==> config.mk <==
export PLATFORM = sky130hd
export DESIGN_NAME = alu
export DESIGN_NICKNAME = d
export VERILOG_FILES = /design/src/rtl/cpu_pkg.sv /design/src/rtl/alu_muldiv_seq.sv /design/src/rtl/alu.sv
export SDC_FILE = /design/constraint.sdc
export NUM_CORES = 1
export LEC_CHECK = 0
export ABC_AREA = 1
export BUFFER_PORTS_ARGS = -buffer_cell sky130_fd_sc_hd__clkbuf_2
export CAP_MARGIN = 20
export CELL_PAD_IN_SITES_DETAIL_PLACEMENT = 2
export CELL_PAD_IN_SITES_GLOBAL_PLACEMENT = 2
export CORE_MARGIN = 8
export CORE_UTILIZATION = 37
export DETAILED_ROUTE_END_ITERATION = 10
export PLACE_DENSITY = 0.84
export SLEW_MARGIN = 20
export SYNTH_ARGS = -nofsm -noshare
export SYNTH_HDL_FRONTEND = slang
export SYNTH_SLANG_ARGS = --single-unit
==> constraint.sdc <==
create_clock -name clk -period 8.2 [get_ports clk]
set_input_delay 0.41 -clock clk [delete_from_list [all_inputs] [get_ports clk]]
set_output_delay 0.41 -clock clk [all_outputs]
set_load 0.01 [all_outputs]
==> src/rtl/cpu_pkg.sv <==
`default_nettype none
// ============================================================================
//  Module   : cpu_pkg
//  Purpose  : Definitions shared by the control unit and the ALU datapath.
//             Control-word bit map, flag bit positions, sequencer state
//             encoding and the ALU operation decoder.
//  Revision : 1.0 - initial release
// ============================================================================
package cpu_pkg;

    // Control-word bit positions, matching the control unit's microword
    localparam int c_bit_mbr2br    = 6;
    localparam int c_bit_div       = 9;
    localparam int c_bit_mbr2acc   = 10;
    localparam int c_bit_alu2mbr   = 16;
    localparam int c_bit_acc_clear = 21;
    localparam int c_bit_add       = 22;
    localparam int c_bit_sub       = 23;
    localparam int c_bit_and       = 24;
    localparam int c_bit_or        = 25;
    localparam int c_bit_not       = 26;
    localparam int c_bit_lsl       = 27;
    localparam int c_bit_lsr       = 28;
    localparam int c_bit_mpy       = 29;
    localparam int c_bit_asl       = 30;
    localparam int c_bit_asr       = 31;

    // Status flag bit positions
    localparam int c_flag_n  = 0;
    localparam int c_flag_z  = 1;
    localparam int c_flag_c  = 2;
    localparam int c_flag_v  = 3;
    localparam int c_flag_dz = 4;

    // Multiply/divide sequencer states
    typedef enum logic [1:0] {
        ST_IDLE = 2'd0,
        ST_MUL  = 2'd1,
        ST_DIV  = 2'd2,
        ST_FIX  = 2'd3
    } seq_state_t;

    // The one ACC-writing operation selected in a cycle
    typedef enum logic [3:0] {
        OP_NONE  = 4'd0,
        OP_CLEAR = 4'd1,
        OP_LOAD  = 4'd2,
        OP_DIV   = 4'd3,
        OP_ADD   = 4'd4,
        OP_SUB   = 4'd5,
        OP_AND   = 4'd6,
        OP_OR    = 4'd7,
        OP_NOT   = 4'd8,
        OP_LSL   = 4'd9,
        OP_LSR   = 4'd10,
        OP_MPY   = 4'd11,
        OP_ASL   = 4'd12,
        OP_ASR   = 4'd13
    } op_sel_t;

    // acc_clear beats mbr2acc, which beats the lowest-numbered op bit.
    // div yields to mpy when both are present in the same word.
    function automatic op_sel_t decode_op(input logic [31:0] cw);
        op_sel_t sel;
        sel = OP_NONE;
        if (cw[c_bit_acc_clear])                     sel = OP_CLEAR;
        else if (cw[c_bit_mbr2acc])                  sel = OP_LOAD;
        else if (cw[c_bit_div] && !cw[c_bit_mpy])    sel = OP_DIV;
        else if (cw[c_bit_add])                      sel = OP_ADD;
        else if (cw[c_bit_sub])                      sel = OP_SUB;
        else if (cw[c_bit_and])                      sel = OP_AND;
        else if (cw[c_bit_or])                       sel = OP_OR;
        else if (cw[c_bit_not])                      sel = OP_NOT;
        else if (cw[c_bit_lsl])                      sel = OP_LSL;
        else if (cw[c_bit_lsr])                      sel = OP_LSR;
        else if (cw[c_bit_mpy])                      sel = OP_MPY;
        else if (cw[c_bit_asl])                      sel = OP_ASL;
        else if (cw[c_bit_asr])                      sel = OP_ASR;
        return sel;
    endfunction

endpackage
`default_nettype wire

==> src/rtl/alu_muldiv_seq.sv <==
`default_nettype none
// ============================================================================
//  Module   : alu_muldiv_seq
//  Purpose  : Iterative signed multiply / restoring divide. Works on operand
//             magnitudes for WIDTH cycles, then applies signs in one FIX
//             cycle during which done is high and the result is valid.
//  Revision : 1.0 - initial release
// ============================================================================
module alu_muldiv_seq
    import cpu_pkg::*;
#(
    parameter int WIDTH = 16
) (
    input  logic             clk,
    input  logic             rst,
    input  logic             start,
    input  logic             op_div,
    input  logic [WIDTH-1:0] op_a,
    input  logic [WIDTH-1:0] op_b,
    output logic             busy,
    output logic             done,
    output logic             is_div,
    output logic [WIDTH-1:0] result_hi,
    output logic [WIDTH-1:0] result_lo,
    output logic [WIDTH-1:0] partial_hi
);

    localparam int c_msb   = WIDTH - 1;
    localparam int c_cnt_w = $clog2(WIDTH);

    seq_state_t         r_state;
    logic [WIDTH-1:0]   r_hi;       // mul: upper product / div: remainder
    logic [WIDTH-1:0]   r_lo;       // mul: multiplier->lower product / div: dividend->quotient
    logic [WIDTH-1:0]   r_b;        // multiplicand or divisor magnitude
    logic               r_neg_q;    // sign of product or quotient
    logic               r_neg_r;    // sign of remainder (dividend sign)
    logic               r_div;
    logic [c_cnt_w-1:0] r_cnt;

    logic [WIDTH-1:0]   w_abs_a;
    logic [WIDTH-1:0]   w_abs_b;
    logic [WIDTH:0]     w_sum;
    logic [WIDTH:0]     w_rem_sh;
    logic [WIDTH:0]     w_trial;
    logic [2*WIDTH-1:0] w_prod;
    logic [2*WIDTH-1:0] w_prod_fix;
    logic               w_last;

    // Per-step datapath: magnitudes, shift-add sum, trial subtraction, sign fix
    always_comb begin
        w_abs_a    = op_a[c_msb] ? -op_a : op_a;
        w_abs_b    = op_b[c_msb] ? -op_b : op_b;
        w_sum      = {1'b0, r_hi} + (r_lo[0] ? {1'b0, r_b} : '0);
        // remainder is always below the divisor, so its top bit is clear here
        w_rem_sh   = {r_hi, r_lo[c_msb]};
        w_trial    = w_rem_sh - {1'b0, r_b};
        w_last     = (r_cnt == c_cnt_w'(WIDTH - 1));
        w_prod     = {r_hi, r_lo};
        w_prod_fix = r_neg_q ? -w_prod : w_prod;
    end

    // Status and result presentation
    always_comb begin
        busy       = (r_state != ST_IDLE);
        done       = (r_state == ST_FIX);
        is_div     = r_div;
        partial_hi = r_hi;
        result_hi  = r_div ? (r_neg_r ? -r_hi : r_hi) : w_prod_fix[2*WIDTH-1:WIDTH];
        result_lo  = r_div ? (r_neg_q ? -r_lo : r_lo) : w_prod_fix[c_msb:0];
    end

    // Sequencer FSM and iteration registers
    always_ff @(posedge clk or negedge rst) begin
        if (!rst) begin
            r_state <= ST_IDLE;
            r_hi    <= '0;
            r_lo    <= '0;
            r_b     <= '0;
            r_neg_q <= 1'b0;
            r_neg_r <= 1'b0;
            r_div   <= 1'b0;
            r_cnt   <= '0;
        end else begin
            case (r_state)
                ST_IDLE: begin
                    if (start) begin
                        r_hi    <= '0;
                        r_lo    <= w_abs_a;
                        r_b     <= w_abs_b;
                        r_neg_q <= op_a[c_msb] ^ op_b[c_msb];
                        r_neg_r <= op_a[c_msb];
                        r_div   <= op_div;
                        r_cnt   <= '0;
                        r_state <= op_div ? ST_DIV : ST_MUL;
                    end
                end
                ST_MUL: begin
                    r_hi  <= w_sum[WIDTH:1];
                    r_lo  <= {w_sum[0], r_lo[c_msb:1]};
                    r_cnt <= r_cnt + c_cnt_w'(1);
                    if (w_last) r_state <= ST_FIX;
                end
                ST_DIV: begin
                    if (!w_trial[WIDTH]) begin
                        r_hi <= w_trial[c_msb:0];
                        r_lo <= {r_lo[c_msb-1:0], 1'b1};
                    end else begin
                        r_hi <= w_rem_sh[c_msb:0];
                        r_lo <= {r_lo[c_msb-1:0], 1'b0};
                    end
                    r_cnt <= r_cnt + c_cnt_w'(1);
                    if (w_last) r_state <= ST_FIX;
                end
                ST_FIX: begin
                    r_state <= ST_IDLE;
                end
                default: begin
                    r_state <= ST_IDLE;
                end
            endcase
        end
    end

endmodule
`default_nettype wire

==> src/rtl/alu.sv <==
`default_nettype none
// ============================================================================
//  Module   : alu
//  Purpose  : Accumulator datapath stage. Holds ACC, BR and MR, executes
//             single-cycle arithmetic/logic/shift ops and hands multiply and
//             divide to the iterative sequencer. Reports N/Z/C/V/DZ and busy.
//  Revision : 1.0 - initial release
// ============================================================================
module alu
    import cpu_pkg::*;
#(
    parameter int WIDTH = 16
) (
    input  logic             clk,
    input  logic             rst,
    input  logic [31:0]      control_signal,
    input  logic [WIDTH-1:0] mbr_in,
    output logic [WIDTH-1:0] acc_out,
    output logic [WIDTH-1:0] alu_out,
    output logic             alu_out_valid,
    output logic [7:0]       flags,
    output logic             busy
);

    localparam int c_msb = WIDTH - 1;

    logic [WIDTH-1:0] r_acc;
    logic [WIDTH-1:0] r_br;
    logic [WIDTH-1:0] r_mr;
    logic             r_c;
    logic             r_v;
    logic             r_dz;

    op_sel_t          w_op;
    logic             w_div_zero;
    logic             w_start;
    logic [WIDTH:0]   w_add;
    logic [WIDTH:0]   w_sub;
    logic             w_add_v;
    logic             w_sub_v;
    logic             w_asl_v;

    logic             w_seq_busy;
    logic             w_seq_done;
    logic             w_seq_is_div;
    logic [WIDTH-1:0] w_res_hi;
    logic [WIDTH-1:0] w_res_lo;
    logic [WIDTH-1:0] w_partial;

    // Operation select and single-cycle arithmetic
    always_comb begin
        w_op       = decode_op(control_signal);
        w_div_zero = (r_br == '0);
        // divide by zero finishes without the sequencer
        w_start    = !w_seq_busy &&
                     ((w_op == OP_MPY) || ((w_op == OP_DIV) && !w_div_zero));
        w_add      = {1'b0, r_acc} + {1'b0, r_br};
        // top bit of the widened difference is the borrow
        w_sub      = {1'b0, r_acc} - {1'b0, r_br};
        w_add_v    = (r_acc[c_msb] == r_br[c_msb]) && (w_add[c_msb] != r_acc[c_msb]);
        w_sub_v    = (r_acc[c_msb] != r_br[c_msb]) && (w_sub[c_msb] != r_acc[c_msb]);
        w_asl_v    = r_acc[c_msb] ^ r_acc[c_msb-1];
    end

    alu_muldiv_seq #(
        .WIDTH (WIDTH)
    ) u_muldiv (
        .clk        (clk),
        .rst        (rst),
        .start      (w_start),
        .op_div     (w_op == OP_DIV),
        .op_a       (r_acc),
        .op_b       (r_br),
        .busy       (w_seq_busy),
        .done       (w_seq_done),
        .is_div     (w_seq_is_div),
        .result_hi  (w_res_hi),
        .result_lo  (w_res_lo),
        .partial_hi (w_partial)
    );

    // BR loads from MBR whenever asked, even while the sequencer runs
    always_ff @(posedge clk or negedge rst) begin
        if (!rst) begin
            r_br <= '0;
        end else if (control_signal[c_bit_mbr2br]) begin
            r_br <= mbr_in;
        end
    end

    // ACC/MR/sticky flag update: sequencer result first, then the selected op
    always_ff @(posedge clk or negedge rst) begin
        if (!rst) begin
            r_acc <= '0;
            r_mr  <= '0;
            r_c   <= 1'b0;
            r_v   <= 1'b0;
            r_dz  <= 1'b0;
        end else if (w_seq_done) begin
            r_acc <= w_res_lo;
            r_mr  <= w_res_hi;
            if (w_seq_is_div) r_dz <= 1'b0;
        end else if (!w_seq_busy) begin
            case (w_op)
                OP_CLEAR: begin
                    r_acc <= '0;
                    r_c   <= 1'b0;
                    r_v   <= 1'b0;
                    r_dz  <= 1'b0;
                end
                OP_LOAD: r_acc <= mbr_in;
                OP_DIV: begin
                    if (w_div_zero) begin
                        r_acc <= '1;
                        r_mr  <= r_acc;
                        r_dz  <= 1'b1;
                    end
                end
                OP_ADD: begin
                    r_acc <= w_add[c_msb:0];
                    r_c   <= w_add[WIDTH];
                    r_v   <= w_add_v;
                end
                OP_SUB: begin
                    r_acc <= w_sub[c_msb:0];
                    r_c   <= w_sub[WIDTH];
                    r_v   <= w_sub_v;
                end
                OP_AND: r_acc <= r_acc & r_br;
                OP_OR:  r_acc <= r_acc | r_br;
                OP_NOT: r_acc <= ~r_br;
                OP_LSL: begin
                    r_acc <= {r_acc[c_msb-1:0], 1'b0};
                    r_c   <= r_acc[c_msb];
                    r_v   <= 1'b0;
                end
                OP_ASL: begin
                    r_acc <= {r_acc[c_msb-1:0], 1'b0};
                    r_c   <= r_acc[c_msb];
                    r_v   <= w_asl_v;
                end
                OP_LSR: begin
                    r_acc <= {1'b0, r_acc[c_msb:1]};
                    r_c   <= r_acc[0];
                end
                OP_ASR: begin
                    r_acc <= {r_acc[c_msb], r_acc[c_msb:1]};
                    r_c   <= r_acc[0];
                end
                default: begin
                    // OP_NONE, and OP_MPY which the sequencer handles
                end
            endcase
        end
    end

    // Outputs: MR shows the running partial while the sequencer is active
    always_comb begin
        acc_out            = r_acc;
        alu_out            = w_seq_busy ? w_partial : r_mr;
        alu_out_valid      = control_signal[c_bit_alu2mbr] && !w_seq_busy;
        busy               = w_seq_busy;
        flags              = '0;
        flags[c_flag_n]    = r_acc[c_msb];
        flags[c_flag_z]    = (r_acc == '0);
        flags[c_flag_c]    = r_c;
        flags[c_flag_v]    = r_v;
        flags[c_flag_dz]   = r_dz;
    end

endmodule
`default_nettype wire

Yosys cells after proc, flatten, opt, wreduce, memory -nomap -nowiden

Index checks and enable logic that the tools add are counted.

Input bits: 50
Output and inout bits: 42
Flip-flop bits (word level): 108
Logic and storage cells: 145

Bitwise logic cells: 7
Equality and inequality tests: 27
Reductions and logical operators: 37
Multiplexer cells: 49
Add/sub/neg operators: 10

Operator list:

| kind                                          | count |
|---|---|
| two-way mux 16 bit                            | 18 |
| case mux 16 bit (11 select lines)             | 1 |
| case mux 16 bit (3 select lines)              | 2 |
| negation 16 bit                               | 4 |
| two-way mux 4 bit                             | 14 |
| zero test 16 bit                              | 2 |
| two-way mux 32 bit                            | 1 |
| negation 32 bit                               | 1 |
| == test 4 bit, second input constant          | 7 |
| adder 16 x 16 -> 17 bit                       | 1 |
| adder 16 x 17 -> 17 bit                       | 1 |
| subtractor 16 x 16 -> 17 bit                  | 1 |
| subtractor 17 x 16 -> 17 bit                  | 1 |
| AND 16 bit                                    | 1 |
| == test 4 x 3 -> 1 bit, second input constant | 4 |
| inverter 16 bit                               | 1 |
| OR 16 bit                                     | 1 |
| AND reduction 3 bit                           | 4 |
| nonzero test 12 bit                           | 1 |
| nonzero test 11 bit                           | 1 |
| == test 4 x 2 -> 1 bit, second input constant | 2 |
| != test 2 x 1 -> 1 bit, second input constant | 4 |
| case mux 4 bit (2 select lines)               | 1 |
| AND reduction 2 bit                           | 4 |
| 26 further kinds                              | 52 |

Longest topological paths before layout

Depth in word-level cells: 19
Gate-level depth with buffers: 22

Hierarchy

From an unflattened synthesis, not the netlist that was laid out.

Cell total of the unflattened synthesis: 2055
Area, all modules: 12899.9 um^2

By module, submodules not included:

| module         | sequential area each (um^2) | cells an instance | area each (um^2) | times used |
|---|---|---|---|---|
| alu_muldiv_seq | 1426.4                      | 1087              | 6641.4           | 1 |
| alu            | 1276.2                      | 968               | 6258.5           | 1 |

Worst setup path after synthesis

OpenSTA, ideal clock, no wires.

Path kind: register to register
Start point: register u_muldiv.r_lo[0]
End point: register u_muldiv.r_hi[15] (netlist: u_muldiv.partial_hi[15])
Setup slack: 5.579 ns
Data required time: 8.079 ns
Data arrival time: 2.500 ns
Buffers on the path: 2
Cell stages (with the launch flop): 19
Path through: dfrtp_1 buf_2 buf_1 nand2_1 inv_1 ha_1 fa_1 a21oi_1 o21ai_0 a21oi_1 o21ai_0 nand2_1 nand3_1 nand2_1 nand2_1 a21oi_1 o21ai_0 nand2_1 o21ai_1

Cells in the longest elaborated chain, start to end: 3

Ends and longest elaborated chain:

| what                             | RTL line              | RTL |
|---|---|---|
| from (decl)                      | alu_muldiv_seq.sv:33  | `logic [WIDTH-1:0] r_lo;` |
| from (signal assigned)           | alu_muldiv_seq.sv:88  | `r_lo <= w_abs_a;` |
| from (signal assigned)           | alu_muldiv_seq.sv:99  | `r_lo <= {w_sum[0], r_lo[c_msb:1]};` |
| from (signal assigned)           | alu_muldiv_seq.sv:106 | `r_lo <= {r_lo[c_msb-1:0], 1'b1};` |
| two-way mux 16 bit               | alu_muldiv_seq.sv:53  | `w_sum = {1'b0, r_hi} + (r_lo[0] ? {1'b0, r_b} : '0);` |
| adder 16 x 17 -> 17 bit          | alu_muldiv_seq.sv:53  |  |
| case mux 16 bit (3 select lines) | alu_muldiv_seq.sv:84  | `case (r_state)` |
| to (signal assigned)             | alu_muldiv_seq.sv:98  | `r_hi <= w_sum[WIDTH:1];` |
| to (signal assigned)             | alu_muldiv_seq.sv:105 | `r_hi <= w_trial[c_msb:0];` |
| to (signal assigned)             | alu_muldiv_seq.sv:108 | `r_hi <= w_rem_sh[c_msb:0];` |
| to (decl)                        | alu_muldiv_seq.sv:32  | `logic [WIDTH-1:0] r_hi;` |

Every way passes these cells.
A chain may end at the register's enable or synchronous reset.

Worst setup path in the final report

Start point: register r_br[1]
End point: register u_muldiv.r_b[15]

Cells in the longest elaborated chain, start to end: 6
Elaborated cells on any way between the ends: 8
Those cells by class: add/sub: 1; mux: 1; reduce/logical: 6

Ends and longest elaborated chain:

| what                                                    | RTL line             | RTL |
|---|---|---|
| from (decl)                                             | alu.sv:28            | `logic [WIDTH-1:0] r_br;` |
| from (signal assigned)                                  | alu.sv:87            | `r_br <= mbr_in;` |
| branches (longest 6 deep; another with negation 16 bit) | --                   |  |
| to (signal assigned)                                    | alu_muldiv_seq.sv:89 | `r_b <= w_abs_b;` |
| to (decl)                                               | alu_muldiv_seq.sv:34 | `logic [WIDTH-1:0] r_b;` |

Several ways; the timed one is not identified.

==> impl_metrics.json <==
{
  "synth_top_family_by_area": "simple AND/OR/NAND/NOR gates",
  "post_cts_resized": 0,
  "seq_area_frac_synth": 0.229,
  "numPortBuffers": 71,
  "synth_xor_xnor_area_share": 0.0423,
  "die_x_um": 195,
  "syn_avg_cell_area_um2": 6.33,
  "period_share": 0.520,
  "synth.distinct_cells": 57,
  "gp_congestion": 0.923,
  "rows": 65,
  "postCtsHoldBufs": 0,
  "ios": 92,
  "synth_top_area_cell": "dfrtp_1",
  "cts_tree": "done",
  "hold_class": "in2async",
  "drt_iter0_drc": 778,
  "hpwl_um": 42300,
  "synthAdderAreaFrac": 0.103,
  "initial_core_util": 0.375,
  "area_delta_synth_final_pct": 7.35,
  "grt_antenna_before_repair": 0,
  "grt_pass1_vias": 14900,
  "synth_top_area_frac": 0.229,
  "r2r-start": "r_br[1]",
  "first_pass_iters": 5,
  "synthTopCellsByArea": "dfrtp_1 23%, nand2_1 13%, ha_1 9.6%",
  "final_cell_mix": "418 x nand2_1, 218 x inv_1, 206 x nor2_1, 200 x o21ai_0, 135 x a21oi_1",
  "vias": 13400,
  "die_h_um": 195,
  "drv_cap": 0,
  "peakVddDrop_uv": 190,
  "clkSlewWorstSetupHoldPaths_ps": 90,
  "ant_nets": 0,
  "synth_ff_type": "dfrtp_1",
  "hold_violations": 0,
  "clockBufferDepth": 2,
  "ys_ff_latch": 108,
  "finalMaxSlewViolations": 0,
  "wl_per_cell_um": 24.1,
  "die-area_um2": 37900,
  "htreeDepth": 3,
  "finalSetupTns_ps": 0,
  "cp.arrival_ps": 4510,
  "drcViolationCount": 0,
  "grt_max_degree": 56,
  "worst_setup_path_end_kind": "flop",
  "rsz0062_at_grt": "no",
  "fin_worst_skew_ps": 20.6,
  "overflow": 0,
  "crit_required_ps": 8440,
  "wl_um": 55300,
  "grt_pass1_wl_um": 86500,
  "total_power_mw": 4.97,
  "synth-compound-area-share": 0.202,
  "grtUsageTotal": 0.288,
  "synth_area_um2": 11800,
  "synthMuxAreaShare": 0,
  "nets": 2027,
  "p_leak_nw": 6.32,
  "max_slew.worst_pin.slew_ps": 1080,
  "path_max_fanout": 22,
  "cts-root-buf": "clkbuf_16",
  "relSlewSlack": 0.279,
  "synthArstFlopShare": 1.00,
  "status": "complete, no violations",
  "cts_setup_buffers": 0,
  "vias_per_cell": 5.86,
  "path_class": "reg2reg",
  "clk_latency_ps": 390,
  "worstSetupStartpoint": "r_br[1]",
  "fin_crit_ps": 4270,
  "synthSimpleGateAreaFrac": 0.317,
  "cts.sinks": 108,
  "core_um2": 31500,
  "yosys_warnings": 0,
  "layout_commonest_cell": "nand2_1",
  "cts_buffers": 9,
  "clock.fmax_mhz": 234,
  "final_layout_size_suffix_gt1_frac": 0.0848,
  "synthesis.instances": 1867,
  "start_kind": "flop",
  "finalSetupViolCount": 0,
  "powerDensity_nw_per_um2": 392,
  "synth_edf_count": 0
}
==> cell usage after synthesis, types with 2 or more instances <==
master	count
buf_2	13
nand3_4	2
nand3b_1	2
a31o_2	3
inv_2	9
o21ai_0	200
o211ai_1	18
o21ai_1	7
nand3_2	3
clkbuf_1	52
o22ai_1	18
o221ai_1	6
buf_6	4
nor2_2	12
nor4_1	6
nand4_1	33
a21oi_1	135
nand3_1	117
a21o_1	3
or2_2	9
buf_1	3
inv_1	218
nor3_1	30
a221oi_1	2
nor3_2	4
a31oi_1	18
buf_4	9
clkinv_1	5
nand2_2	5
nor2_1	206
fa_1	4
ha_1	91
nand4_2	3
o31ai_1	6
xor2_1	49
dfrtp_1	108
a21oi_2	3
xnor2_1	8
o21bai_1	7
nand2_4	2
nand2_1	418
==> path summary, 6_finish.rpt <==
check	slack [ps]	end	cells after the start
setup reg to reg	3930	u_muldiv.r_b[15]	13
hold reg to reg	490	r_mr[13]	2
hold / removal	110	r_br[12]	1
setup / recovery	3930	u_muldiv.r_b[15]	13
min in group clk	240	r_br[7]	3
max in group asynchronous	6790	r_mr[11]	2
==> cells by family (layout without fill, tap and decap cells) <==
kind of cell / after synthesis / in the layout
other cells: 1 / 4
compound gates: 433 / 433
buf+inv: 315 / 333
fa+ha+maj: 95 / 95
flops: 108 / 108
xor+xnor: 57 / 57
simple gates: 858 / 858
==> stage by stage <==
step           instances   util  hold WS [ps]  setup slack [ps]  instance area [um2]
6_report            2290  0.403           112              3930                12700
5_1_grt             2289  0.403           169              3490                12700
4_1_cts             2289  0.403           139              3970                12700
3_5_place_dp        2273  0.394           475              4120                12400
3_3_place_gp        2273  0.394           467              4250                12400
2_1_floorplan       1869      -           114              5580                11800
==> registers in the layout (all words and copies together) (netlist names) <==
register and flops:
acc_out 16, r_br 16, r_mr 16, u_muldiv.partial_hi 16
u_muldiv.r_b 16, u_muldiv.r_lo 16, u_muldiv.r_cnt 4, u_muldiv.r_state 2
r_c 1, r_dz 1, r_v 1, u_muldiv.is_div 1
u_muldiv.r_neg_q 1, u_muldiv.r_neg_r 1
==> layout make-up <==
cell class | count | area [um2]
clock buffers | 13 | 260
diodes | 1 | 2.50
multi-input cells | 1446 | 7850
repair buffers | 84 | 455
flip-flops and latches | 108 | 2700
clock inverters | 3 | 28.8
fillers | 3990 | 18800
inverters | 233 | 877
well taps | 402 | 503
==> metal layers <==
metal  global-route usage  vias to the layer above  wire (um)
met5                    0                        -          0
met4                0.152                        0       2950
li1                     -                     6183          -
met2                0.510                      312      27000
met3               0.0304                      131       1840
met1                0.340                     6797      23500
==> worst max-delay path, cell delays in order, from the launching register on <==
cell and delay (ps):
dfrtp_1 440, inv_1 240, ha_1 200, inv_1 80, nor3_1 260, nand4_1 230, nor2_1 260, inv_1 100
nor3_1 360, nor2_1 140, o21ai_2 700, clkinv_1 700, nand4_1 260, o21ai_0 130
==> power breakdown <==
group | leakage, nW | internal (mW) | total, mW | switching (mW)
Combinational | 4.81 | 1.02 | 3.35 | 2.33
Sequential | 1.36 | 0.731 | 1.14 | 0.409
Clock | 0.142 | 0.229 | 0.476 | 0.247
Total | 6.32 | 1.98 | 4.97 | 2.99
No activity file was read; power rests on OpenSTA's default activity.
